**config.mk**
```make
export PLATFORM = sky130hd
export DESIGN_NAME = frame_serializer
export DESIGN_NICKNAME = d
export VERILOG_FILES = /design/src/rtl/frame_serializer.sv
export SDC_FILE = /design/constraint.sdc
export NUM_CORES = 1
export LEC_CHECK = 0
export CORE_AREA = 2 2 70 55
export DETAILED_ROUTE_END_ITERATION = 12
export DIE_AREA = 0 0 72 57
export HOLD_SLACK_MARGIN = 0.02
export PLACE_DENSITY_LB_ADDON = 0.15
export SLEW_MARGIN = 20
export SYNTH_ARGS = -nofsm -noshare
export SYNTH_HDL_FRONTEND = slang
export SYNTH_SLANG_ARGS = --single-unit
```
**constraint.sdc**
```tcl
create_clock -name clock -period 2.1 [get_ports clock]
set_input_delay 0.21 -clock clock [delete_from_list [all_inputs] [get_ports clock]]
set_output_delay 0.21 -clock clock [all_outputs]
set_load 0.01 [all_outputs]
```
**src/rtl/frame_serializer.sv**
```systemverilog
// rtl/frame_serializer.sv - framed serializer: start, data, optional parity, stop bits on an idle-high line
module frame_serializer #(
  parameter int DATA_WIDTH   = 8,
  parameter int CLKS_PER_BIT = 4,
  parameter int PARITY_MODE  = 0,
  parameter int STOP_BITS    = 1,
  parameter int MSB_FIRST    = 0
) (
  input  logic                  clock,
  input  logic                  reset,
  input  logic [DATA_WIDTH-1:0] data_in,
  input  logic                  start,
  output logic                  ready,
  output logic                  busy,
  output logic                  data_out,
  output logic                  done
);

  localparam int CW = (CLKS_PER_BIT > 1) ? $clog2(CLKS_PER_BIT) : 1;
  localparam int IW = $clog2(DATA_WIDTH + 1);

  localparam logic [CW-1:0] CNT_MAX   = CW'(CLKS_PER_BIT - 1);
  localparam logic [IW-1:0] DATA_LAST = IW'(DATA_WIDTH - 1);
  localparam logic [IW-1:0] STOP_LAST = IW'(STOP_BITS - 1);

  localparam logic [2:0] S_IDLE   = 3'd0;
  localparam logic [2:0] S_START  = 3'd1;
  localparam logic [2:0] S_DATA   = 3'd2;
  localparam logic [2:0] S_PARITY = 3'd3;
  localparam logic [2:0] S_STOP   = 3'd4;

  if (PARITY_MODE < 0 || PARITY_MODE > 2) begin : g_bad_parity
    $error("frame_serializer: PARITY_MODE must be 0, 1 or 2");
  end
  if (STOP_BITS < 1 || STOP_BITS > 2) begin : g_bad_stop
    $error("frame_serializer: STOP_BITS must be 1 or 2");
  end

  logic [2:0]            state_q, state_n;
  logic [CW-1:0]         cnt_q, cnt_n;
  logic [IW-1:0]         idx_q, idx_n;
  logic [DATA_WIDTH-1:0] shift_q, shift_n, shifted;
  logic [DATA_WIDTH-1:0] hold_q, hold_n;
  logic                  par_q, par_n;
  logic                  hold_par_q, hold_par_n;
  logic                  hold_valid_q, hold_valid_n;
  logic                  accept, bit_end, last_stop, drain;
  logic                  line_n, busy_n, done_n, ready_n;

  // even parity is the XOR of the word; odd parity is its inverse
  function automatic logic calc_parity(input logic [DATA_WIDTH-1:0] w);
    return (PARITY_MODE == 2) ? ~(^w) : (^w);
  endfunction

  assign accept    = start && ready;
  assign bit_end   = (cnt_q == CNT_MAX);
  assign last_stop = (state_q == S_STOP) && bit_end && (idx_q == STOP_LAST);
  assign shifted   = (MSB_FIRST != 0) ? (shift_q << 1) : (shift_q >> 1);

  // next-state, counters, shifter and holding register
  always_comb begin
    state_n      = state_q;
    idx_n        = idx_q;
    shift_n      = shift_q;
    par_n        = par_q;
    hold_n       = hold_q;
    hold_par_n   = hold_par_q;
    hold_valid_n = hold_valid_q;
    drain        = 1'b0;
    cnt_n        = '0;
    if (state_q != S_IDLE) begin
      cnt_n = bit_end ? '0 : cnt_q + 1'b1;
    end

    case (state_q)
      S_IDLE: begin
        idx_n = '0;
        if (accept) begin
          state_n = S_START;
          shift_n = data_in;
          par_n   = calc_parity(data_in);
        end
      end
      S_START: begin
        if (bit_end) begin
          state_n = S_DATA;
          idx_n   = '0;
        end
      end
      S_DATA: begin
        if (bit_end) begin
          if (idx_q == DATA_LAST) begin
            idx_n   = '0;
            state_n = (PARITY_MODE != 0) ? S_PARITY : S_STOP;
          end else begin
            idx_n   = idx_q + 1'b1;
            shift_n = shifted;
          end
        end
      end
      S_PARITY: begin
        if (bit_end) begin
          state_n = S_STOP;
          idx_n   = '0;
        end
      end
      S_STOP: begin
        if (bit_end) begin
          if (idx_q == STOP_LAST) begin
            idx_n = '0;
            if (hold_valid_q) begin
              state_n      = S_START;
              shift_n      = hold_q;
              par_n        = hold_par_q;
              hold_valid_n = 1'b0;
              drain        = 1'b1;
            end else if (accept) begin
              state_n = S_START;
              shift_n = data_in;
              par_n   = calc_parity(data_in);
            end else begin
              state_n = S_IDLE;
            end
          end else begin
            idx_n = idx_q + 1'b1;
          end
        end
      end
      default: begin
        state_n = S_IDLE;
        idx_n   = '0;
      end
    endcase

    // a word offered mid-frame parks in the holding register
    if (accept && (state_q != S_IDLE) && !last_stop) begin
      hold_n       = data_in;
      hold_par_n   = calc_parity(data_in);
      hold_valid_n = 1'b1;
    end
  end

  // registered outputs derived from the state being entered
  always_comb begin
    case (state_n)
      S_START:  line_n = 1'b0;
      S_DATA:   line_n = (MSB_FIRST != 0) ? shift_n[DATA_WIDTH-1] : shift_n[0];
      S_PARITY: line_n = par_n;
      default:  line_n = 1'b1;
    endcase
    busy_n  = (state_n != S_IDLE);
    done_n  = (state_n == S_STOP) && (cnt_n == CNT_MAX) && (idx_n == STOP_LAST);
    // ready reopens one cycle after a drain so a new word never races the restart
    ready_n = !hold_valid_n && !drain;
  end

  // state and output registers with synchronous active-low reset
  always_ff @(posedge clock) begin
    if (!reset) begin
      state_q      <= S_IDLE;
      cnt_q        <= '0;
      idx_q        <= '0;
      shift_q      <= '0;
      par_q        <= 1'b0;
      hold_q       <= '0;
      hold_par_q   <= 1'b0;
      hold_valid_q <= 1'b0;
      data_out     <= 1'b1;
      busy         <= 1'b0;
      done         <= 1'b0;
      ready        <= 1'b1;
    end else begin
      state_q      <= state_n;
      cnt_q        <= cnt_n;
      idx_q        <= idx_n;
      shift_q      <= shift_n;
      par_q        <= par_n;
      hold_q       <= hold_n;
      hold_par_q   <= hold_par_n;
      hold_valid_q <= hold_valid_n;
      data_out     <= line_n;
      busy         <= busy_n;
      done         <= done_n;
      ready        <= ready_n;
    end
  end

endmodule

```
After elaboration in Yosys (flattened, before gate mapping)
Cells that the tools add are included.
{ "totals": {"wordCells": 89, "in_bits": 11, "regBits": 32, "out_inout_bits": 4} }
{ "classes": {"n_eq_ne": 15, "reduce_logical": 20, "muxes": 39, "n_addsub": 2} }
{ "op_table": {"columns": ["cell", "count"], "rows": [
  ["$mux W8", 6],
  ["$pmux W8 S3", 1],
  ["$mux W3", 7],
  ["$mux W4", 5],
  ["$pmux W3 S5", 1],
  ["$mux W1", 14],
  ["$eq A3 B2 Y1 const B", 4],
  ["$pmux W4 S3", 1],
  ["$reduce_bool A3 Y1", 3],
  ["$logic_and A1 B1 Y1", 8],
  ["$logic_not A4 Y1", 2],
  ["$reduce_xor A8 Y1", 1],
  ["$eq A3 B1 Y1 const B", 2],
  ["$eq A3 B3 Y1 const B", 2],
  ["$ne A2 B2 Y1 const B", 3],
  ["$reduce_and A5 Y1", 1],
  ["$add A4 B1 Y4 const B", 1],
  ["$eq A2 B2 Y1 const B", 2],
  ["$eq A4 B3 Y1 const B", 1],
  ["$mux W2", 2],
  ["$logic_not A1 Y1", 3],
  ["$logic_not A3 Y1", 1],
  ["$pmux W1 S3", 1],
  ["$add A2 B1 Y2 const B", 1],
  ["3 further kinds", 3]
]} }

Longest topological paths before layout
{ "depth": {"depth_word": 9, "mapped_depth": 8} }

Worst setup path after synthesis
OpenSTA, ideal clock, no wires.
{ "synth_path": {"path_kind": "reg2reg", "startpoint": "register idx_q[0]", "endpoint": "register shift_q[3]", "path_stages_with_launch": 8, "setup_ns": 0.119, "t_required_ns": 1.981, "setup_slack_ns": 0.222, "t_arrival_ns": 1.759, "path_cell_list": "dfxtp_1 ha_1 and3b_1 buf_6 nor4_4 nor2_2 buf_6 o221a_1"} }
{ "synth_between": {"elab_chain_len": 3, "word_cells_on_any_way": 5, "cone_classes": "eq/ne: 3; reduce/logical: 2"} }
{ "synth_lines": {"columns": ["element", "line", "rtl"], "rows": [
  ["from (decl)", "41", "logic [IW-1:0] idx_q, idx_n;"],
  ["from (signal assigned)", "175", "idx_q <= idx_n;"],
  ["$eq A4 B3 Y1 / $logic_not A4 Y1 (equally long branches)", "92, 109", null],
  ["$ne A2 B2 Y1 (no line) / $ne A2 B1 Y1 (equally long branches)", null, null],
  ["$reduce_and A5 Y1 (no line) (*)", null, null],
  ["to (signal assigned)", "176", "shift_q <= shift_n;"],
  ["to (decl)", "42", "logic [DATA_WIDTH-1:0] shift_q, shift_n, shifted;"]
]} }
Every way passes the cells marked *; elsewhere a longest branch is shown, timed or not.
A chain may end at the register's enable or synchronous reset.

Final worst setup path
{ "layout_path": {"startpoint": "register idx_q[0]", "endpoint": "register shift_q[4]"} }
The elaborated chain is that of the path after synthesis.

==> impl_metrics.env <==
export IMPL_ys_ff_latch=32
export IMPL_synth_common_cells="32 x dfxtp_1, 24 x nor2_1, 22 x o21ai_0"
export IMPL_grt_pass1_vias=1517
export IMPL_synth_async_sr_flop_share_pct=0
export IMPL_p_per_area_nw_per_um2=648
export IMPL_post_route_cell_area_um2=2110
export IMPL_synth_fp_nets=224
export IMPL_yosysSeqAreaShare_pct=35.8
export IMPL_grt_remaining_overflow=0
export IMPL_critPathMaxFanout=9
export IMPL_outcome="finished clean"
export IMPL_worstPathArrival_ps=2140
export IMPL_setup_viol=0
export IMPL_post_route_drc_count=0
export IMPL_crit_start="idx_q[0]"
export IMPL_hp_class="reg -> reg"
export IMPL_syn_avg_cell_area_um2=8.53
export IMPL_yosysMostFrequentCell="dfxtp_1"
export IMPL_clk_pin_slew_worst_paths_ps=60
export IMPL_grt_max_degree=14
export IMPL_worstRegToRegCells=7
export IMPL_cts_htree_levels=2
export IMPL_num_rows=19
export IMPL_finalMaxSlewViolations=0
export IMPL_rsz0062_at_grt="yes"
export IMPL_cts_root_buf="clkbuf_8"
export IMPL_p_total_mw=1.37
export IMPL_post_cts_resized=0
export IMPL_syn_inst=210
export IMPL_nNetsFinal=250
export IMPL_core_um2=3490
export IMPL_vias=1669
export IMPL_relSlewSlack_pct=64.9
export IMPL_cts_sinks=32
export IMPL_cts_inserted_buffers=5
export IMPL_viasPerCell=6.05
export IMPL_cp_required_ps=2280
export IMPL_worstReg2RegStart="idx_q[0]"
export IMPL_die_w_um=72
export IMPL_skew_ps=3.54
export IMPL_io_pins=15
export IMPL_antenna_found_initial=0
export IMPL_area_growth_pct=17.7
export IMPL_grt_util_met3_pct=6.89
export IMPL_insertion_delay_ps=290
export IMPL_grt_total_usage_pct=23.0
export IMPL_dieArea_um2=4100
export IMPL_synth_area_leaders="dfxtp_1 36%, o21ai_0 6.1%, a21oi_1 5.9%, nor2_1 5.0%, nand2_1 4.0%"
export IMPL_crit_type="reg -> reg"
export IMPL_yosysTopAreaCell="dfxtp_1"
export IMPL_post_cts_buffers=0
export IMPL_p_leak_nw=0.753
export IMPL_drv_cap=0
export IMPL_synthFlopType="dfxtp_1"
export IMPL_initial_core_util_pct=51.3
export IMPL_routedWlPerCell_um=16.1
export IMPL_peakVddDrop_mv=0.453
export IMPL_grt_most_used_layer="met1"
export IMPL_synth_edf_count=0
export IMPL_diodes=0
export IMPL_hold_end="hold_q[2]"
export IMPL_met2_usage_pct=31.2
export IMPL_use_met1_pct=35.3
export IMPL_routed_wirelength_um=4450
export IMPL_hp_start="hold_q[2]"
export IMPL_min_delay_path_depth=2
export IMPL_r2r_setup_slack_ps=130
export IMPL_yosysUniqueCellTypes=53
export IMPL_port_buffers=14
export IMPL_finalHoldViolations=0
export IMPL_min_period_ps=1970
export IMPL_fmax_mhz=509
export IMPL_fillers=303
export IMPL_min_period_over_period_pct=93.6
export IMPL_place_area_um2=2020
export IMPL_drive_gt1_share_pct=16.2
export IMPL_synth_yosys_warnings=0
export IMPL_r2r_end="shift_q[4]"
export IMPL_hold_buffers=0
export IMPL_end_kind="flop"
export IMPL_dp_final_hpwl_um=3210
export IMPL_die_h_um=57
export IMPL_grt_first_pass_wirelength_um=7330
export IMPL_tightestPinTransition_ps=527
export IMPL_cts_max_path_buffers=2
export IMPL_cp_start_kind="flop"
export IMPL_first_iter_violations=212
export IMPL_drt_pass1_iter_count=4
export IMPL_ant_nets=0
export IMPL_gp_congestion=0.908
export IMPL_synth_top_area_share_pct=35.8
export IMPL_synth_area_um2=1790
export IMPL_cts_tree="built"
where the power goes:
group | internal (mW) | switching, mW
clock network | 0.213 | 0.218
logic | 0.125 | 0.141
registers | 0.645 | 0.0242
total | 0.983 | 0.383
metal layers:
layer / wire length, um / share of wire (%)
met5: 0 / 0
met4: 47 / 1.1
met3: 334 / 7.5
met2: 1820 / 41
met1: 2250 / 51
cell families (layout without fill, tap and decap cells):
family          Yosys count  in the layout  share of synthesized area, %
simple gates             70             70                          20.8
compound gates           78             78                          30.5
buf+inv                  18             42                          6.35
flops                    32             32                          35.8
xor+xnor                  8              8                          3.91
fa+ha+maj                 3              3                          2.10
mux                       1              1                         0.559
critical path: stages (launching register included):
cell     delay, ps
dfxtp_1        380
ha_1           210
and3b_1        340
nor4_4          80
buf_4          180
a22oi_1        270
o21ai_0        140
o221a_1        260
stage by stage:
stage                     TNS, ps  utilization (%)  hold WS, ps  cells  worst slack (ps)
after floorplan                 0                -          346    210               222
after global placement          0             57.8          464    270               220
after detailed placement        0             57.8          468    270               134
after CTS                       0             59.8          481    275               128
after global routing        -5.29             60.4          501    276             -5.29
final                           0             60.4          481    276               135
worst max-delay path by stage:
stage,end,slack [ps]
6_report,shift_q[4],130
5_1_grt,shift_q[7],-5
4_1_cts,shift_q[4],130
3_5_place_dp,shift_q[4],130
3_3_place_gp,shift_q[3],220
2_1_floorplan,shift_q[3],220
layout make-up:
type	count	area, um2	area share, %
sequential	32	641	30.4
tap	42	52.6	2.49
clock buffer	5	68.8	3.26
inverter	4	15.0	0.712
timing repair buffer	33	295	14.0
multi-input combinational	160	1040	49.2
flip-flops by register name (all words and copies together), names as in the netlist:
name and cells:
hold_par_q 1, par_q 1, done 1, hold_q 8, cnt_q 2, busy 1, shift_q 8, hold_valid_q 1
state_q 3, data_out 1, idx_q 4, ready 1
cells in the final DEF (no fill, tap or decap), types with 2 or more instances in the layout:
cell             Yosys  layout
a31oi_1              2       2
a21oi_2              4       4
a21oi_1             21      21
nor2_1              24      24
xnor2_1              8       8
o221a_1              6       6
nand4bb_1            2       2
or3_1                2       2
a211oi_1             2       2
clkbuf_8             0       5
and2_1               2       2
nand4_1              2       2
dfxtp_1             32      32
o221a_2              2       2
and3_1               3       3
inv_1                3       3
clkdlybuf4s50_1      0      14
a22oi_1              7       7
buf_4                0      18
nand3_1              2       2
ha_1                 3       3
nand2_1             19      19
nor3_1               2       2
o21ai_0             22      22
Note: power is estimated with default switching activity, not from simulation.
